**src/rtl/primos_pares_core.sv**
```systemverilog
// Registered 4-bit prime / even classifier with optional saturating event counters.
// Latency: 1 cycle from the sampling CLK edge to PRIMOS/PARES/VALID (and counters).
// Backpressure: none; a sample is taken on every edge with EN = 1, EN = 0 holds the flags.
//
// Optional feature macro: PRIMOS_PARES_CNT_EN
//   defined   -> CNT_PRIMOS / CNT_PARES count prime / even samples since reset, saturating.
//   undefined -> no counter registers; CNT_PRIMOS / CNT_PARES are tied to zero.
module primos_pares_core #(
  parameter int CNT_W = 8
) (
  input  logic             CLK,
  input  logic             RST,
  input  logic             EN,
  input  logic             D,
  input  logic             C,
  input  logic             B,
  input  logic             A,
  output logic             PRIMOS,
  output logic             PARES,
  output logic             VALID,
  output logic [CNT_W-1:0] CNT_PRIMOS,
  output logic [CNT_W-1:0] CNT_PARES
);

  // Nibble under test, D is the MSB.
  logic [3:0] nibble;
  logic       is_prime;
  logic       is_even;

  assign nibble = {D, C, B, A};

  // Classic two-output truth table: prime set {2,3,5,7,11,13}, even means LSB clear.
  always_comb begin
    is_prime = 1'b0;
    is_even  = ~A;
    case (nibble)
      4'd2, 4'd3, 4'd5, 4'd7, 4'd11, 4'd13: is_prime = 1'b1;
      default:                              is_prime = 1'b0;
    endcase
  end

  // Flag registers: reset wins over EN, EN = 0 holds the flags but drops VALID.
  always_ff @(posedge CLK) begin
    if (RST) begin
      PRIMOS <= 1'b0;
      PARES  <= 1'b0;
      VALID  <= 1'b0;
    end else begin
      VALID <= EN;
      if (EN) begin
        PRIMOS <= is_prime;
        PARES  <= is_even;
      end
    end
  end

`ifdef PRIMOS_PARES_CNT_EN
  localparam logic [CNT_W-1:0] CNT_MAX = {CNT_W{1'b1}};
  localparam logic [CNT_W-1:0] CNT_ONE = {{(CNT_W-1){1'b0}}, 1'b1};

  logic [CNT_W-1:0] cnt_primos_q;
  logic [CNT_W-1:0] cnt_pares_q;

  // Event counters: both may step on the same sample (N = 2); they stick at all-ones.
  always_ff @(posedge CLK) begin
    if (RST) begin
      cnt_primos_q <= '0;
      cnt_pares_q  <= '0;
    end else if (EN) begin
      if (is_prime && (cnt_primos_q != CNT_MAX)) begin
        cnt_primos_q <= cnt_primos_q + CNT_ONE;
      end
      if (is_even && (cnt_pares_q != CNT_MAX)) begin
        cnt_pares_q <= cnt_pares_q + CNT_ONE;
      end
    end
  end

  assign CNT_PRIMOS = cnt_primos_q;
  assign CNT_PARES  = cnt_pares_q;
`else
  // Counter-less build: outputs exist for a uniform port list but carry no state.
  assign CNT_PRIMOS = '0;
  assign CNT_PARES  = '0;
`endif

endmodule

```
**config.mk**
```make
export PLATFORM = sky130hd
export DESIGN_NAME = primos_pares_core
export DESIGN_NICKNAME = d
export VERILOG_FILES = /design/src/rtl/primos_pares_core.sv
export SDC_FILE = /design/constraint.sdc
export NUM_CORES = 1
export LEC_CHECK = 0
export ABC_AREA = 1
export CORE_AREA = 10 10 47 49
export CTS_CLUSTER_DIAMETER = 100
export DETAILED_ROUTE_END_ITERATION = 12
export DIE_AREA = 0 0 57 59
export GPL_TIMING_DRIVEN = 0
export PLACE_DENSITY_LB_ADDON = 0.12
export SLEW_MARGIN = 10
export SYNTH_ARGS = -nofsm -noshare
export SYNTH_HDL_FRONTEND = slang
export SYNTH_SLANG_ARGS = --single-unit
```
**constraint.sdc**
```tcl
create_clock -name CLK -period 1.6 [get_ports CLK]
set_clock_uncertainty 0.2 [all_clocks]
set_input_delay 0.16 -clock CLK [delete_from_list [all_inputs] [get_ports CLK]]
set_output_delay 0.16 -clock CLK [all_outputs]
set_load 0.02 [all_outputs]
```
Word-level counts from Yosys, hierarchy flattened
Index checks and enable logic that the tools add are counted.
Storage, ports and cells
  flip-flop bits (word level): 3
  input port bits: 7
  logic and storage cells: 12
Operators by class
  equal/unequal tests: 6
  multiplexer cells: 1
  bitwise gates (word level): 1
  reduce and logical (&&, ||, !) cells: 1
Operators by type and width (count)
  $eq A4 B2 Y1 const B: 2
  $eq A4 B3 Y1 const B: 2
  $eq A4 B4 Y1 const B: 2
  $reduce_or A6 Y1: 1
  $mux W1: 1
  $not A1 Y1: 1

Longest topological paths before layout
Gate-level depths: netlist of the first run.
  depth in word-level cells: 3
  mapped depth: 5
  depth with buffers taken out: 5

Worst setup path before layout of the first run
No wires, ideal clock.
  path kind: register to register
  start: reg PARES (netlist name)
  end: reg PARES
  arrival time: 0.624 ns
  required time: 1.314 ns
  slack: 0.690 ns
  stages on the path, launching flop included: 3
  path buffers: 0
  cells stage by stage: dfxtp_1 -> nor2_1 -> a211oi_1
RTL lines
  end signal: assignment: line 52  | PARES <= is_even;
  end: declaration: line 19  | output logic PARES,

Final worst setup path of the first run
  start: reg PRIMOS
  end: out PRIMOS
RTL lines
  start: declaration: line 18  | output logic PRIMOS,
  start signal: assignment: line 51  | PRIMOS <= is_prime;
No word-level cell between the ends.

==> results of run 1 <==
==> state kept, by name, summed over array words and instances, names as in the netlist <==
signal  count
PRIMOS      1
PARES       1
VALID       1
==> placed cells by master (no fill, tap or decap), drive strengths merged <==
cell,Yosys,final
a211oi,1,1
a21oi,1,1
buf,16,16
clkbuf,0,4
clkdlybuf4s50,0,9
conb,1,16
dfxtp,3,3
inv,3,3
nand2,7,7
nor2,2,2
o21bai,1,1
==> power by group <==
group | total [uW] | internal, uW | switching (uW)
sequential | 82.1 | 80.1 | 1.97
clock | 133 | 93.5 | 39.3
combinational | 109 | 51.9 | 57.3
total | 324 | 226 | 98.5
==> per-layer routing <==
metal  share of wire  global-route usage  routed length (microns)
met1            0.39              0.0334                      251
met2            0.41              0.0512                      264
met3            0.20              0.0365                      128
met4               0              0.0503                        0
met5               0                   0                        0
==> layout make-up <==
class                   count  area (sq um)  area share
multi-input cells          28           114       0.258
inverters                   3          11.3      0.0255
plain buffers              16           120       0.272
repair buffers              9          90.1       0.204
well taps                  16          20.0      0.0453
flip-flops and latches      3          60.1       0.136
clock buffers               4          26.3      0.0595
==> kinds of logic after synthesis <==
group | after synthesis
buffers and inverters | 19
AND/OR/NAND/NOR | 9
AO/OA/AOI/OAI | 3
other | 1
flip-flops | 3
==> stage by stage <==
stage	setup slack, ns	utilization	instance area [sq um]
5_1_grt	0.0318	0.315	442
3_5_place_dp	0.320	0.296	415
6_report	0.0720	0.315	442
2_1_floorplan	0.690	-	305
4_1_cts	0.0565	0.315	442
3_3_place_gp	0.323	0.296	415
==> path summary, 6_finish.rpt <==
path | from | to | slack, ns | depth (start not counted)
min reg2reg | PARES | PARES | 0.29 | 2
max | PRIMOS | PRIMOS | 0.07 | 1
max reg2reg | PARES | PARES | 0.80 | 2
min | PARES | PARES | 0.29 | 2
==> impl_results.rst, run 1 <==
.. list-table::
   :header-rows: 1

   * - Metric
     - Value
   * - Run status
     - finished, final reports clean
   * - Cell Count Post-Placement
     - 75
   * - Growth of design area from synthesis to finish
     - 77.4%
   * - Final-report hold violation count
     - 0
   * - Ratio of cells with drive above 1 in the final layout
     - 0.302
   * - Post-synthesis share of cell area spent on and, or, nand and nor gates
     - 0.136
   * - Setup crit start kind
     - flip-flop
   * - Worst-skew pair later-pin latency
     - 0.23 ns
   * - Max-Cap Viols
     - 0
   * - Effective utilization at floorplan
     - 0.178
   * - Min Tclk post-route
     - roughly 1.5 ns
   * - Vias in the first global route
     - 232
   * - Count of flip-flops with a built-in enable after synthesis
     - 0
   * - Master of the slowest instance on the critical path
     - clkdlybuf4s50_1
   * - Initial antenna violation count
     - 0
   * - Arrival time at the worst endpoint
     - ~1.2 ns
   * - CTS tree
     - built
   * - Residual DRC count
     - 0
   * - Post-synthesis xor/xnor area fraction
     - 0
   * - Compound-gate portion of the synthesized area
     - 0.0804
   * - Via count normalized by instance count
     - 2.75
   * - Portion of netlist area occupied by mux cells
     - 0
   * - Largest family of logic cells by synthesized area
     - buffers and inverters
   * - Peak Freq
     - 654 MHz
   * - Wire length of the first global-routing pass
     - 1000 microns
   * - Mean instance size in the synthesized netlist
     - 7.11 sq um
   * - Height of the die
     - 59 microns
   * - Max FO, Critical Path
     - 2
   * - Final clock period utilization by the worst path
     - 0.955
   * - Power per cell area
     - approximately 730 nW/um^2
   * - Part of the Yosys area used for sequential elements
     - 0.241
   * - Placed wire-length estimate
     - 578 microns
   * - Main area contributors after synthesis
     - buf_4, dfxtp_1, nand2_1, inv_1, a211oi_1
   * - Total CTS buffers
     - 3
   * - Critical-path cell list
     - clkdlybuf4s50_1
   * - Worst Path Buf+Inv
     - 1
   * - Synthesized instance count
     - 35
   * - Total I/O pin count
     - 26
   * - Largest buffer count on any clock path
     - 2
   * - Aggregate negative setup slack
     - 0 ns
   * - Site Rows
     - 14
   * - Ranking of synthesized cells by instance count
     - buf_4, nand2_1, dfxtp_1, inv_1, nor2_1
   * - Hold_buf cts
     - 0
   * - Start-to-end type of the worst setup path
     - flip-flop to output port
   * - Die outline area
     - 3360 sq um
   * - Number of buffers inserted to repair setup after CTS
     - 0
   * - Final net count
     - 71
   * - Setup crit end kind
     - output port
   * - Total iterations of the first detailed-routing run
     - 1
   * - Minimum hold slack
     - 0.288 ns
   * - Primary flip-flop cell chosen by synthesis mapping
     - dfxtp_1
   * - Clock slew at reported path FFs
     - 0.04 ns
   * - Setup violation total in the final timing report
     - 0
   * - Clock sinks
     - 3
   * - Largest vdd supply drop
     - 171 uV
   * - Post-synthesis share of cell area spent on full adders, half adders and majority gates
     - 0
   * - Global-route usage over all layers
     - 0.0403
   * - Required time of the worst setup path
     - 1.24 ns
   * - Input/output buffers
     - 9
   * - Number of vias in the routed layout
     - between 200 and 250
   * - Setup repair after global routing missed its margin
     - no
   * - Total count of max-transition violations in the final report
     - 0
   * - Most frequently used cell type in the post-synthesis netlist
     - buf_4
   * - Delay of the slowest critical-path stage
     - between 0.6 and 0.7 ns
   * - Count of nets left with antenna violations after detail routing
     - 0
   * - Fraction of synthesized cell area taken by the top area cell type
     - 0.482
   * - Clock root buffer
     - clkbuf_4
   * - Horizontal extent of the die
     - roughly 57 microns
   * - Static leakage
     - 0.000260 uW
   * - Post-synthesis cell type with the largest combined area
     - buf_4
   * - Violation count after the first detailed-route iteration
     - 0
   * - Routed wire length
     - 644 microns
   * - Number of H-tree levels
     - 1
   * - Pwr Total
     - 324 uW
   * - Post-cts resize count
     - 0
   * - Async set-or-reset flop fraction in the synthesized netlist
     - 0
   * - Post-detailed-route wirelength per cell
     - 8.15 microns
   * - Number of diodes
     - 0
   * - Count of state elements after synthesis
     - 3
   * - Top Family by Delay on Critical Path
     - buffers and inverters
   * - HP Class
     - flip-flop to flip-flop
   * - Standard cell core area
     - roughly 1400 sq um
   * - Total number of yosys warnings
     - 0
   * - Maximum number of pins on one net before global-route repair
     - 6
   * - Fill cell count
     - 166
   * - Count of distinct cell types in the synthesized netlist
     - 9
   * - Area of the mapped netlist
     - 249 sq um
   * - Count of placed standard cells in the final layout, fillers left out
     - 79
   * - Final estimated routing congestion in global placement
     - between 0.6 and 0.7
   * - Global route overflow
     - 0
No activity file was read; power rests on OpenSTA's default activity.
==> inputs of run 2 (changes only) <==
--- a/config.mk
+++ b/config.mk
@@ -6,10 +6,10 @@
 export NUM_CORES = 1
 export LEC_CHECK = 0
 export ABC_AREA = 1
-export CORE_AREA = 10 10 47 49
+export CORE_AREA = 5 5 42 44
 export CTS_CLUSTER_DIAMETER = 100
 export DETAILED_ROUTE_END_ITERATION = 12
-export DIE_AREA = 0 0 57 59
+export DIE_AREA = 0 0 47 49
 export GPL_TIMING_DRIVEN = 0
 export PLACE_DENSITY_LB_ADDON = 0.12
 export SLEW_MARGIN = 10
==> run 2 against run 1 <==
- sequential cell count unchanged
- count of clock-buffer cells in the layout unchanged
- combinational power about the same
- die area down 32%
- critical endpoint unchanged
- first-iteration DRC count up 3
- largest power group unchanged
- worst hold slack worse by 0.0016 ns
- setup slack better by 0.011 ns
- fmax up 0.73%
- global-route usage up 0.62 points
- largest cell class unchanged
- sequential share of layout area unchanged
- sequential power about the same
- via count up 9.2%
==> impl_results.rst, run 2 (same netlist as run 1, synthesis figures left out) <==
.. list-table::
   :header-rows: 1

   * - Metric
     - Value
   * - Logic depth of the worst path, buffers included
     - 1 (unchanged)
   * - Leading registers by flop count
     - PARES: 1 flops, PRIMOS: 1 flops, VALID: 1 flops
   * - Static leakage
     - 0.000260 uW (unchanged)
   * - Setup crit end kind
     - output port
   * - Total CTS buffers
     - 3 (unchanged)
   * - Final estimated routing congestion in global placement
     - 0.685 (+8.6%)
   * - Most frequent cells in the layout
     - buf_4, conb_1, clkdlybuf4s50_1
   * - Vias in the first global route
     - 209 (-9.9%)
   * - Critical-path cell list
     - clkdlybuf4s50_1
   * - Violation count after the first detailed-route iteration
     - 3 (+3)
   * - Number of H-tree levels
     - 1 (unchanged)
   * - Count of nets left with antenna violations after detail routing
     - 0 (unchanged)
   * - Largest buffer count on any clock path
     - 2 (unchanged)
   * - HP Class
     - flip-flop to flip-flop
   * - Ratio of cells with drive above 1 in the final layout
     - 0.302 (unchanged)
   * - Input/output buffers
     - 9 (unchanged)
   * - Min Tclk post-route
     - 1.52 ns (-0.0110 ns)
   * - Largest vdd supply drop
     - 190 uV (+11%)
   * - Final clock period utilization by the worst path
     - 0.948 (-0.00688)
   * - Maximum number of pins on one net before global-route repair
     - 6 (unchanged)
   * - Final net count
     - 71 (unchanged)
   * - Routed wire length
     - 505 microns (-22%)
   * - Die outline area
     - 2300 sq um (-32%)
   * - Number of vias in the routed layout
     - 237 (+9.2%)
   * - Post-cts resize count
     - 0 (unchanged)
   * - Total iterations of the first detailed-routing run
     - 4 (+3)
   * - Initial antenna violation count
     - 0 (unchanged)
   * - Worst reg2reg path endpoint
     - PARES
   * - Global route overflow
     - 0 (unchanged)
   * - Number of diodes
     - 0 (unchanged)
   * - Wire length of the first global-routing pass
     - 765 microns (-24%)
   * - Aggregate negative setup slack
     - 0 ns (unchanged)
   * - Power per cell area
     - 730 nW/um^2 (-0.52%)
   * - Reg-to-reg critical path startpoint
     - PARES
   * - Setup violation total in the final timing report
     - 0 (unchanged)
   * - Timing startpoint of the critical path
     - PRIMOS
   * - Start-to-end type of the worst setup path
     - flip-flop to output port
   * - Flop2flop setup slack
     - 0.80 ns (about the same)
   * - Site Rows
     - 14 (unchanged)
   * - Master of the slowest instance on the critical path
     - clkdlybuf4s50_1
   * - Top Family by Delay on Critical Path
     - buffers and inverters
   * - Worst-skew pair later-pin latency
     - 0.23 ns (about the same)
   * - Peak Freq
     - 659 MHz (+0.73%)
   * - Required time of the worst setup path
     - 1.24 ns (about the same)
   * - CTS tree
     - built
   * - Clock root buffer
     - clkbuf_4
   * - Hold_buf cts
     - 0 (unchanged)
   * - Height of the die
     - 49 microns (-17%)
   * - Global-route usage over all layers
     - 0.0464 (+0.00619)
   * - Setup crit start kind
     - flip-flop
   * - Worst Path Buf+Inv
     - 1 (unchanged)
   * - Delay of the slowest critical-path stage
     - 0.60 ns (about the same)
   * - Run status
     - finished, final reports clean
   * - Endpoint of the most critical setup path
     - PRIMOS
   * - Arrival time at the worst endpoint
     - 1.16 ns (about the same)
   * - Fraction of the core area covered by cells at the end of the flow
     - 0.315 (unchanged)
   * - Max-Cap Viols
     - 0 (unchanged)
   * - Max FO, Critical Path
     - 2 (unchanged)
   * - Effective utilization at floorplan
     - 0.178 (unchanged)
   * - Total I/O pin count
     - 26 (unchanged)
   * - Horizontal extent of the die
     - 47 microns (-18%)
   * - Post-detailed-route wirelength per cell
     - 6.39 microns (-22%)
   * - Via count normalized by instance count
     - 3.00 (+9.2%)
   * - Clock sinks
     - 3 (unchanged)
   * - Setup repair after global routing missed its margin
     - no
   * - Total count of max-transition violations in the final report
     - 0 (unchanged)
   * - Final-report hold violation count
     - 0 (unchanged)
   * - Number of buffers inserted to repair setup after CTS
     - 0 (unchanged)
   * - Standard cell core area
     - 1400 sq um (unchanged)
   * - Number of cells on the worst reg-to-reg path
     - 2 (unchanged)
   * - Hold path startpoint
     - PARES
   * - Residual DRC count
     - 0 (unchanged)
   * - Clock slew at reported path FFs
     - 0.04 ns (about the same)
   * - Growth of design area from synthesis to finish
     - 77.4% (unchanged)
run 2: report_power, final:
part / internal [uW] / leakage (uW) / switching, uW / total, uW
clock network: 93.4 / 0.0000150 / 38.1 / 131
logic: 52.0 / 0.000220 / 56.9 / 109
registers: 80.2 / 0.0000249 / 1.85 / 82.0
total: 225 / 0.000260 / 96.9 / 322
run 2: worst min path at each step:
stage | slack, ns | endpoint | cells past startpoint
floorplan | 0.03 | VALID | 1
global placement | 0.29 | PARES | 2
detailed placement | 0.29 | PARES | 2
CTS | 0.29 | PARES | 2
global route | 0.31 | PARES | 2
finish | 0.29 | PARES | 2
run 2: layer usage:
layer,share of wire,wire (microns),vias up,GRT usage
met5,0,0,-,0
li1,-,-,130,-
met1,0.36,183,89,0.0482
met3,0.22,110,0,0.0480
met2,0.42,212,18,0.0633
met4,0,0,0,0.0138
run 2: layout make-up:
type                    count  area (sq um)
clock buffers               4          26.3
repair buffers              9          90.1
inverters                   3          11.3
multi-input cells          28           114
fillers                   159           960
well taps                  16          20.0
flip-flops and latches      3          60.1
plain buffers              16           120
run 2: metrics by stage:
step           setup WS (ns)  hold WS (ns)  instances  area [sq um]  power [uW]
2_1_floorplan          0.690        0.0312         50           305         162
3_3_place_gp           0.327         0.285         75           415         190
3_5_place_dp           0.330         0.285         75           415         190
4_1_cts               0.0714         0.290         79           442         328
5_1_grt               0.0338         0.307         79           442         351
6_report              0.0830         0.287         79           442         322
run 2: tightest hold or removal path, delay by kind of cell, from the launching register on:
kind	cells	cell delay [ns]
flops	1	0.30
simple gates	1	0.09
compound gates	1	0.05
